--- config.mk ---
export PLATFORM = sky130hd
export DESIGN_NAME = sam_cfg_loader
export DESIGN_NICKNAME = d
export VERILOG_FILES = /design/src/rtl/sam_pkg.sv /design/src/rtl/sam_cfg_piso.sv /design/src/rtl/sam_cfg_loader.sv
export SDC_FILE = /design/constraint.sdc
export NUM_CORES = 1
export LEC_CHECK = 0
export CELL_PAD_IN_SITES_DETAIL_PLACEMENT = 2
export CELL_PAD_IN_SITES_GLOBAL_PLACEMENT = 2
export CORE_UTILIZATION = 34
export DETAILED_ROUTE_END_ITERATION = 7
export PLACE_DENSITY = 0.77
export REMOVE_ABC_BUFFERS = 1
export SLEW_MARGIN = 10
export SYNTH_ARGS = -nofsm -noshare
export SYNTH_HDL_FRONTEND = slang
export SYNTH_HIERARCHICAL = 1
export SYNTH_SLANG_ARGS = --single-unit
export TNS_END_PERCENT = 50
--- constraint.sdc ---
create_clock -name clk -period 4 [get_ports clk]
set_input_delay 0.6 -clock clk [delete_from_list [all_inputs] [get_ports clk]]
set_output_delay 0.6 -clock clk [all_outputs]
set_load 0.03 [all_outputs]
--- src/rtl/sam_pkg.sv ---
// sam_pkg: shared state encoding and field widths for the SAM configuration loader.
package sam_pkg;
   typedef enum logic [2:0] {
      S_IDLE,
      S_LEAD,
      S_SEND_N,
      S_SEND_D,
      S_SEND_CN,
      S_TRAIL
   } sam_cfg_state_t;
   localparam int SAM_N_W       = 4;
   localparam int SAM_CNT_W     = 16;
   localparam int SAM_LEAD_CYC  = 1;
   localparam int SAM_TRAIL_CYC = 1;
endpackage

--- src/rtl/sam_cfg_piso.sv ---
// sam_cfg_piso: MSB-first parallel-in/serial-out register with registered output, idles at 1.
module sam_cfg_piso #(
   parameter int W = 16
) (
   input  logic         clk,
   input  logic         reset,
   input  logic         clr,
   input  logic         load,
   input  logic         shift,
   input  logic [W-1:0] din,
   output logic         q
);
   logic [W-1:0] sr;
   always_ff @(posedge clk) begin
      if (reset || clr) begin
         q  <= 1'b1;
         sr <= '1;
      end else if (load) begin
         {q, sr} <= {din, 1'b1};
      end else if (shift) begin
         {q, sr} <= {sr, 1'b1};
      end
   end
endmodule

--- src/rtl/sam_cfg_loader.sv ---
// sam_cfg_loader: serialises (n, d, capsN) onto SAM str/mode pins, MSB first.
// Optional SAM_CFG_ABORT_EN adds an abort input that terminates a transfer with err.
module sam_cfg_loader
   import sam_pkg::*;
#(
   parameter int MAX_KEY_W = 16
) (
   input  logic                 clk,
   input  logic                 reset,
`ifdef SAM_CFG_ABORT_EN
   input  logic                 abort,
`endif
   input  logic                 start,
   input  logic [3:0]           n_in,
   input  logic [MAX_KEY_W-1:0] d_in,
   input  logic [MAX_KEY_W-1:0] capsn_in,
   output logic                 ready,
   output logic                 busy,
   output logic                 done,
   output logic                 err,
   output logic                 str,
   output logic                 mode
);
   localparam int PW   = MAX_KEY_W > SAM_N_W ? MAX_KEY_W : SAM_N_W;
   localparam int LOGW = $clog2(MAX_KEY_W);
   sam_cfg_state_t         state;
   logic [SAM_CNT_W-1:0]   cnt;
   logic [SAM_N_W-1:0]     n_r;
   logic [MAX_KEY_W-1:0]   d_r;
   logic [MAX_KEY_W-1:0]   cn_r;
   logic [SAM_CNT_W-1:0]   k_m1;
   logic [PW-1:0]          n_just;
   logic [PW-1:0]          d_just;
   logic [PW-1:0]          cn_just;
   logic [PW-1:0]          piso_din;
   logic                   last;
   logic                   abort_hit;
   logic                   piso_clr;
   logic                   piso_load;
   logic                   piso_shift;
`ifdef SAM_CFG_ABORT_EN
   assign abort_hit = abort && busy;
`else
   assign abort_hit = 1'b0;
`endif
   assign busy       = ~ready;
   assign last       = cnt == '0;
   assign k_m1       = SAM_CNT_W'((32'd1 << n_r) - 32'd1);
   // fields are left-justified so the PISO always emits from its top bit
   assign n_just     = PW'(n_r) << (PW - SAM_N_W);
   assign d_just     = PW'(d_r) << (PW - (32'd1 << n_r));
   assign cn_just    = PW'(cn_r) << (PW - (32'd1 << n_r));
   assign piso_din   = state == S_LEAD ? n_just : state == S_SEND_N ? d_just : cn_just;
   assign piso_clr   = abort_hit || state == S_IDLE || state == S_TRAIL || (state == S_SEND_CN && last);
   assign piso_load  = state == S_LEAD || ((state == S_SEND_N || state == S_SEND_D) && last);
   assign piso_shift = (state == S_SEND_N || state == S_SEND_D || state == S_SEND_CN) && !last;
   always_ff @(posedge clk) begin
      if (reset) begin
         state <= S_IDLE;
         ready <= 1'b1;
         done  <= 1'b0;
         err   <= 1'b0;
         mode  <= 1'b0;
         cnt   <= '0;
         n_r   <= '0;
         d_r   <= '0;
         cn_r  <= '0;
      end else if (abort_hit) begin
         state <= S_IDLE;
         ready <= 1'b1;
         done  <= 1'b0;
         err   <= 1'b1;
         mode  <= 1'b0;
      end else begin
         done <= 1'b0;
         err  <= 1'b0;
         case (state)
            S_IDLE: if (start) begin
               if (32'(n_in) > LOGW) err <= 1'b1;
               else begin
                  n_r   <= n_in;
                  d_r   <= d_in;
                  cn_r  <= capsn_in;
                  state <= S_LEAD;
                  mode  <= 1'b1;
                  ready <= 1'b0;
               end
            end
            S_LEAD: begin
               state <= S_SEND_N;
               cnt   <= SAM_CNT_W'(SAM_N_W - 1);
            end
            S_SEND_N: begin
               state <= last ? S_SEND_D : S_SEND_N;
               cnt   <= last ? k_m1 : cnt - 1'b1;
            end
            S_SEND_D: begin
               state <= last ? S_SEND_CN : S_SEND_D;
               cnt   <= last ? k_m1 : cnt - 1'b1;
            end
            S_SEND_CN: begin
               state <= last ? S_TRAIL : S_SEND_CN;
               cnt   <= last ? cnt : cnt - 1'b1;
            end
            S_TRAIL: begin
               state <= S_IDLE;
               mode  <= 1'b0;
               ready <= 1'b1;
               done  <= 1'b1;
            end
            default: state <= S_IDLE;
         endcase
      end
   end
   sam_cfg_piso #(.W(PW)) u_piso (
      .clk   (clk),
      .reset (reset),
      .clr   (piso_clr),
      .load  (piso_load),
      .shift (piso_shift),
      .din   (piso_din),
      .q     (str)
   );
endmodule

* After elaboration in Yosys (flattened, before gate mapping)
Index checks and enable logic that the tools add are counted.
** Cells by class
- Equality and inequality tests :: 8
- $lt $le $gt $ge :: 1
- Add/sub/neg operators :: 3
- Multiplexer cells :: 23
- Shift-type cells :: 3
- Reduce and logical (&&, ||, !) cells :: 21
- Bitwise logic cells :: 4
** Operators with widths (count)
- 16-bit 2-to-1 mux :: 6
- 16-bit by 32-bit left shift with 16-bit output :: 2
- 16-bit case mux with 3 select lines :: 1
- 1-bit by 4-bit left shift with 32-bit output (first input constant) :: 1
- 16-bit by 1-bit subtractor with 16-bit output (second input constant) :: 2
- 5-bit by 32-bit subtractor with 32-bit output (first input constant) :: 1
- 16-bit zero test :: 1
- 3-bit case mux with 5 select lines :: 1
- 1-bit 2-to-1 mux :: 10
- 3-bit 2-to-1 mux :: 3
- 3-bit by 2-bit == test with 1-bit output (second input constant) :: 2
- 3-bit == test (second input constant) :: 2
- 1-bit logical OR :: 6
- 2-bit != test (second input constant) :: 3
- 3-bit AND reduction :: 2
- 4-bit by 3-bit > comparator with 1-bit output (second input constant) :: 1
- 1-bit NOT :: 4
- 1-bit case mux with 2 select lines :: 2
- 2-bit AND reduction :: 2
- 2-bit nonzero test :: 2
- 3-bit by 1-bit == test with 1-bit output (second input constant) :: 1
- 1-bit logical AND :: 3
- 3-bit zero test :: 1
- 3-bit nonzero test :: 1
- other kinds (3) :: 3
** Word-level totals
- Output and inout bits :: 6
- Register bits after elaboration :: 75
- Word-level logic and storage cells :: 74
- Bits of input ports :: 39

* Logic depth before layout (Yosys ltp)
Gate-level depths: netlist (run 1).
- Depth after elaboration :: 6
- Gate-level depth with buffers :: 15
- Mapped depth without buffers :: 11

* By module
Netlist (run 1), hierarchy kept.
** By module, submodules not included
- sam_cfg_loader :: area each 3896.2 µm², times used 1, cells an instance 531, seq. area each 1181.1 µm²
- sam_cfg_piso :: area each 669.4 µm², times used 1, cells an instance 57, seq. area each 320.3 µm²

* Least setup slack after synthesis (run 1)
Ideal clock, no wire load.
- Kind :: reg-to-reg
- Start point :: reg n_r[1]
- End point :: reg u_piso.q
- Cell stages (with the launch flop) :: 16
- Data arrival time :: 2.957 ns
- Path buffers :: 4
- Slack :: 0.907 ns
- Library setup time :: 0.136 ns
- Clock period less this slack :: 3.093 ns
- Data required time :: 3.864 ns
- Cells stage by stage :: dfxtp_1 buf_6 or2_4 nor3_4 inv_4 buf_4 ha_1 clkbuf_1 nor3b_1 o21ai_0 buf_2 nor2_1 a32oi_1 nor2_1 a211o_1 a2bb2oi_1
** On the way
- Cells in the longest elaborated chain, start to end :: 6
- Elaborated cells on any way between the ends :: 7
- Those cells by class :: 1 x add/sub; 3 x shift; 3 x mux
** RTL lines
- start, declared :: RTL line sam_cfg_loader.sv:28 : logic [SAM_N_W-1:0] n_r;
- start signal, assigned :: RTL line sam_cfg_loader.sv:81 : n_r <= n_in;
- 1-bit by 4-bit left shift with 32-bit output * :: RTL line sam_cfg_loader.sv:51, sam_cfg_loader.sv:52
- 5-bit by 32-bit subtractor with 32-bit output * :: RTL line sam_cfg_loader.sv:51, sam_cfg_loader.sv:52
- 16-bit by 32-bit left shift with 16-bit output (on tied branches) :: RTL line sam_cfg_loader.sv:52, sam_cfg_loader.sv:51
- 16-bit 2-to-1 mux * (2 in a row) :: RTL line sam_cfg_loader.sv:53 : assign piso_din = state == S_LEAD ? n_just : state == S_SEND_N ? d_just : cn_just;
- net piso_din[15] :: RTL line sam_cfg_loader.sv:35 : logic [PW-1:0] piso_din;
- 1-bit 2-to-1 mux * :: RTL line sam_cfg_piso.sv:18 : end else if (load) begin
- end signal, assigned :: RTL line sam_cfg_piso.sv:19 : {q, sr} <= {din, 1'b1};
- end signal, assigned :: RTL line sam_cfg_piso.sv:21 : {q, sr} <= {sr, 1'b1};
- end, declared :: RTL line sam_cfg_piso.sv:11 : output logic q
Mark *: on every way through the listed nets, which the timed path passes. The rest lies on a longest branch.
A chain may end at the register's enable or synchronous reset.

* Worst setup path after layout (run 1)
Same ends and word-level chain as after synthesis.

==> impl_metrics.ini, run 1 <==
[floorplan]
die-area_mm2 = 0.0139
fp.dieW_um = 118
top_level_ports = 45
die_h_um = 118
rows = 41
initial_utilization_pct = 35.5
core_mm2 = 0.0129

[worst_setup_path]
cp_data_required_time_ns = 4.23
reg2reg_depth = 12
worst-path-max-fanout = 18
r2r-start = n_r[1]
critical-path-max-stage-delay_ns = 0.46
crit_path_frequent_cell = sky130_fd_sc_hd__nor2_1
cpMaxStageDelayCell = sky130_fd_sc_hd__ha_1
critical_path.endpoint_type = flip-flop
crit_path_start_kind = flip-flop
worst-r2r-setup-slack_ns = 0.64
worst_setup_path_category = reg -> reg
worst_r2r_endpoint = u_piso/q
critical_path_arrival_ns = 3.60
crit_path_cell_trace = or2_4 -> nor3_4 -> inv_4 -> ha_1 -> nor3b_1 -> o21ai_0 -> buf_4 -> nor2_1 -> a32oi_1 -> nor2_1 -> a211o_1 -> a2bb2oi_1

[power]
p_sw_share_pct = 43.0
pwr-share-seq_pct = 29.4
part_of_the_total_power_dissipated_in_the_clock_network_pct = 24.2
vdd.ir_drop.worst_uv = 266
p_leak_nw = 1.95
cellPowerDensity_mw_per_mm2 = 581
internal_power_w = 0.00180
combPwrFrac_pct = 46.4
total_switching_power_w = 0.00136

[yosys]
synth_ff_type = sky130_fd_sc_hd__dfxtp_1
number_of_warning_messages_in_the_yosys_log = 6
synth_sequential_area_ratio_pct = 32.9
synth-seq-cells = 75
ys_types = 57
syn_area_mm2 = 0.00457
synthArstFlopShare_pct = 0
syn_inst = 588
synth_enable_flop_cells = 0
syn_avg_cell_area_um2 = 7.76

[grt]
grt_first_pass_wirelength_um = 26300
first_global_vias = 4872
initial_antenna_violation_count = 0
gr-usage-all-layers_pct = 24.0
grt_max_degree = 37
global_route.overflow_total = 0

[final_layout]
fill_cell_count = 1509
area_growth_syn_to_layout_pct = 19.0
mostFrequentLayoutCells = sky130_fd_sc_hd__nand2_1 (109), sky130_fd_sc_hd__a21oi_1 (75), sky130_fd_sc_hd__dfxtp_1 (75)
mostFrequentLayoutCell = sky130_fd_sc_hd__nand2_1
antenna_cells_inserted = 0
final_layout_size_suffix_gt1_share_pct = 7.88
final_net_count = 660
fin_util_pct = 42.2

[sta]
hold_slack_ns = 0.463
worst_slack_ns = 0.635
finalHoldViolCount = 0
setup-tns-final_ns = 0
worst_slew_margin_rel_pct = 38.1
timing_limited_maximum_frequency_mhz = 297
fin_crit_sh_pct = 84.1
final_max_slew_viol_count = 0
setup-violations-final = 0
timing.clock.skew_ns = 0.0126
max_slew.worst_pin.slew_ns = 0.921
grt_setup_unrepaired = false
layout_min_cycle_time_ns = 3.36

[placement]
dp_hpwl_um = 11600
globalplace.congestion = 0.863
dp_worst_setup_slack_ns = 0.640
port_buffers = 44

[clocking]
postCtsHoldBufs = 0
cts_max_level = 3
cts_tree = done
number_of_buffers_created_by_cts = 9
clkTransAtPathRegs_ns = 0.06
clock_sinks = 75
ctsRootBufferMaster = sky130_fd_sc_hd__clkbuf_16
max_root_sink_buffers = 2
insertion_delay_ns = 0.35
postCtsSetupRepairBufs = 0
post_cts_repair_resize_count = 0

[route]
viasPerCell = 5.76
drc = 0
vias = 4573
route.final.wire_length_um = 15900
dr.pass1.iters = 4
post_route_ant_nets = 0
avgRoutedWirePerCell_um = 20.0
drt_iter0_markers = 191

[flow_run]
max_cap_viols = 0

[worst_hold_path]
holdCritStartpoint = cn_r[6]
worst_hold_path.endpoint = cn_r[6]
hold_path_class = reg -> reg
whs_path_depth = 2

[status]
outcome = finished, final reports clean
kinds of logic after synthesis:
group / Yosys count / synth area share [%]
flops: 75 / 32.9
mux: 45 / 12.4
buf+inv: 58 / 5.51
fa+ha+maj: 4 / 1.10
simple gates: 227 / 23.3
xor+xnor: 3 / 0.576
compound gates: 176 / 24.2
sequential cells by signal, indices dropped and copies added (netlist names):
register and flops:
state 3, err 1, cn_r 16, u_piso/q 1
mode 1, ready 1, done 1, d_r 16
n_r 4, cnt 16, u_piso/sr 15
final cells by class:
cell class	instances	area [um^2]	share of cell area, %
repair buffers	60	556	10.2
flip-flops and latches	75	1500	27.6
inverters	16	62.6	1.15
multi-input cells	455	2820	52.0
clock buffers	12	246	4.54
clock inverters	4	26.3	0.484
well taps	172	215	3.96
synth_stat cells (all sizes together), types with 11 or more instances:
master / number / share of area [%]
nand2: 109 / 9.0
a2bb2oi: 17 / 3.3
a21oi: 76 / 8.3
nor3: 22 / 2.7
o21ai: 26 / 2.9
inv: 15 / 1.3
nor2: 32 / 2.6
mux2i: 36 / 7.9
nand3: 11 / 1.2
dfxtp: 75 / 33
buf: 11 / 1.6
clkbuf: 31 / 2.5
worst max path at each step:
| stage | start | to | slack [ns] |
|---|---|---|---|
| 2_1_floorplan | n_r[1] | u_piso/q | 0.54 |
| 3_3_place_gp | n_r[1] | u_piso/q | 0.83 |
| 3_5_place_dp | n_r[1] | u_piso/sr[11] | 0.64 |
| 4_1_cts | n_r[1] | u_piso/sr[11] | 0.62 |
| 5_1_grt | n_r[2] | u_piso/sr[1] | 0.31 |
| 6_report | n_r[1] | u_piso/q | 0.64 |
metal layers:
| layer | GRT usage (%) | vias to the layer above | part of all wire [%] |
|---|---|---|---|
| met5 | 0 | - | 0 |
| met1 | 30.9 | 2289 | 47 |
| li1 | - | 2189 | - |
| met4 | 8.41 | 0 | 1.6 |
| met3 | 2.86 | 16 | 2.5 |
| met2 | 41.0 | 79 | 49 |
critical path: cells and delay by family (launching register included):
kind / cells / cell delay, ns
AND/OR/NAND/NOR: 5 / 1.07
AO/OA/AOI/OAI: 4 / 0.98
adder cells (fa/ha/maj): 1 / 0.46
buffers and inverters: 2 / 0.42
flip-flops: 1 / 0.31
stage by stage:
step                std cells  total power, W  area, um^2
finish                    794         0.00315        5430
floorplan                 546         0.00188        4380
detailed placement        778         0.00238        5160
global placement          778         0.00233        5160
CTS                       794         0.00317        5430
global route              794         0.00335        5430
power by group through the flow:
stage	Sequential [W]	Combinational [W]	Clock, W
4_1_cts	0.000929	0.00145	0.000784
3_5_place_dp	0.000945	0.00144	0
5_1_grt	0.000945	0.00159	0.000806
2_1_floorplan	0.000936	0.000943	0
6_report	0.000929	0.00146	0.000763
3_3_place_gp	0.000937	0.00139	0
(Power assumes the default switching activity.)
==> run 2: changes to the inputs <==
==> constraint.sdc (replaced) <==
create_clock -name clk -period 3.3 [get_ports clk]
set_input_delay 0.495 -clock clk [delete_from_list [all_inputs] [get_ports clk]]
set_output_delay 0.495 -clock clk [all_outputs]
set_load 0.03 [all_outputs]
==> impl_metrics.ini, run 2 (same netlist as run 1, synthesis figures left out) <==
[route]
dr.pass1.iters = 4
viasPerCell = 5.73
route.top_layer_used = met4
drt_iter0_markers = 216
avgRoutedWirePerCell_um = 20.3
length_of_routed_met3_wiring_um = 793
post_route_ant_nets = 0
wirelength_met1_um = 7340
route.met2.wl_um = 8050
route.final.wire_length_um = 16500
vias = 4677
drc = 0

[worst_setup_path]
critical_path.endpoint_type = flip-flop
reg2reg_depth = 12
crit_path_start_kind = flip-flop
critical_path_arrival_ns = 3.28
cp_data_required_time_ns = 3.57
worst-r2r-setup-slack_ns = 0.28
worst-path-max-fanout = 9
worst_setup_path_category = reg -> reg

[worst_hold_path]
whs_path_depth = 2
hold_path_class = reg -> reg

[final_layout]
fin_cells = 816
final_cell_area_mm2 = 0.00560
multi_input_area_mm2 = 0.00282
final_net_count = 682
fill_cell_count = 1508
mostFrequentLayoutCell = sky130_fd_sc_hd__nand2_1
final_layout_size_suffix_gt1_share_pct = 11.2
area.sequential_mm2 = 0.00150
area_growth_syn_to_layout_pct = 22.7
top_flop_regs = cn_r x16, cnt x16, d_r x16
mostFrequentLayoutCells = sky130_fd_sc_hd__nand2_1 (109), sky130_fd_sc_hd__a21oi_1 (75), sky130_fd_sc_hd__dfxtp_1 (75)
antenna_cells_inserted = 0

[power]
cellPowerDensity_mw_per_mm2 = 713
p_leak_nw = 2.05
vdd.ir_drop.worst_uv = 310

[clocking]
clkTransAtPathRegs_ns = 0.07
cts_tree = done
number_of_buffers_created_by_cts = 9
postCtsHoldBufs = 0
insertion_delay_ns = 0.35
ctsRootBufferMaster = sky130_fd_sc_hd__clkbuf_16
cts_max_level = 3
clock_sinks = 75
postCtsSetupRepairBufs = 0
max_root_sink_buffers = 2
post_cts_repair_resize_count = 0

[sta]
grt_setup_unrepaired = false
fin_crit_sh_pct = 91.4
max_slew.worst_pin.slew_ns = 0.634
finalHoldViolCount = 0
hold_slack_ns = 0.460
setup-tns-final_ns = 0
timing.clock.skew_ns = 0.0111
setup-violations-final = 0
worst_slew_margin_rel_pct = 57.3
timing_limited_maximum_frequency_mhz = 332
layout_min_cycle_time_ns = 3.02
final_max_slew_viol_count = 0

[grt]
initial_antenna_violation_count = 0
gr-usage-all-layers_pct = 24.8
grt_first_pass_wirelength_um = 27200
global_route.overflow_total = 0
grt_max_degree = 37
first_global_vias = 5017

[placement]
dp_hpwl_um = 12200
placed_cells_incl_taps = 800
port_buffers = 44
globalplace.congestion = 0.909
dpl-instance-area_mm2 = 0.00532

[floorplan]
core_mm2 = 0.0129
top_level_ports = 45
fp.dieW_um = 118
die-area_mm2 = 0.0139
initial_utilization_pct = 35.5
rows = 41
die_h_um = 118

[flow_run]
max_cap_viols = 0

[status]
outcome = finished, final reports clean
-- run 2: where the power goes --
group	internal [W]	switching, W
Clock	0.000516	0.000430
Combinational	0.000746	0.00120
Sequential	0.00101	0.0000821
-- run 2: final timing paths --
path / end / startpoint
min: cn_r[15] / cn_r[15]
max reg2reg: u_piso/sr[3] / n_r[0]
min reg2reg: cn_r[15] / cn_r[15]
max: u_piso/sr[3] / n_r[0]
-- run 2: cell type report --
type	count	share of cell area, %
clock buffer	10	4.09
multi-input combinational	455	50.4
clock inverter	6	0.871
sequential	75	26.8
tap	172	3.84
timing repair buffer	82	12.9
inverter	16	1.12
-- run 2: metal layers --
metal	vias up	global-route usage, %
li1	2233	-
met1	2312	31.7
met2	107	41.6
met3	25	4.70
met4	0	8.49
met5	-	0
-- run 2: metrics by stage --
step	utilization, %	setup WS (ns)	total power (W)
2_1_floorplan	-	-0.161	0.00228
4_1_cts	43.5	0.272	0.00401
3_5_place_dp	41.3	0.413	0.00303
5_1_grt	43.5	0.0833	0.00425
6_report	43.5	0.284	0.00399
3_3_place_gp	41.3	0.497	0.00296
-- run 2: critical path, stage by stage (launching register included) --
cell and delay (ns):
sky130_fd_sc_hd__dfxtp_1 0.54, sky130_fd_sc_hd__o21ai_0 0.15, sky130_fd_sc_hd__nand2_1 0.09, sky130_fd_sc_hd__nand2_1 0.06
sky130_fd_sc_hd__ha_1 0.27, sky130_fd_sc_hd__nor3b_1 0.27, sky130_fd_sc_hd__o21ai_0 0.19, sky130_fd_sc_hd__buf_4 0.19
sky130_fd_sc_hd__or2_2 0.30, sky130_fd_sc_hd__a211oi_1 0.30, sky130_fd_sc_hd__o31ai_1 0.15, sky130_fd_sc_hd__nor3_1 0.21
sky130_fd_sc_hd__a2bb2oi_1 0.20
==> run 3: changes to the inputs <==
--- a/config.mk
+++ b/config.mk
@@ -8,6 +8,7 @@
 export CELL_PAD_IN_SITES_DETAIL_PLACEMENT = 2
 export CELL_PAD_IN_SITES_GLOBAL_PLACEMENT = 2
 export CORE_UTILIZATION = 34
+export CTS_CLUSTER_SIZE = 10
 export DETAILED_ROUTE_END_ITERATION = 7
 export PLACE_DENSITY = 0.77
 export REMOVE_ABC_BUFFERS = 1
==> results of run 3 <==
No change in the layout: final DEF, timing and power equal those of run 2.
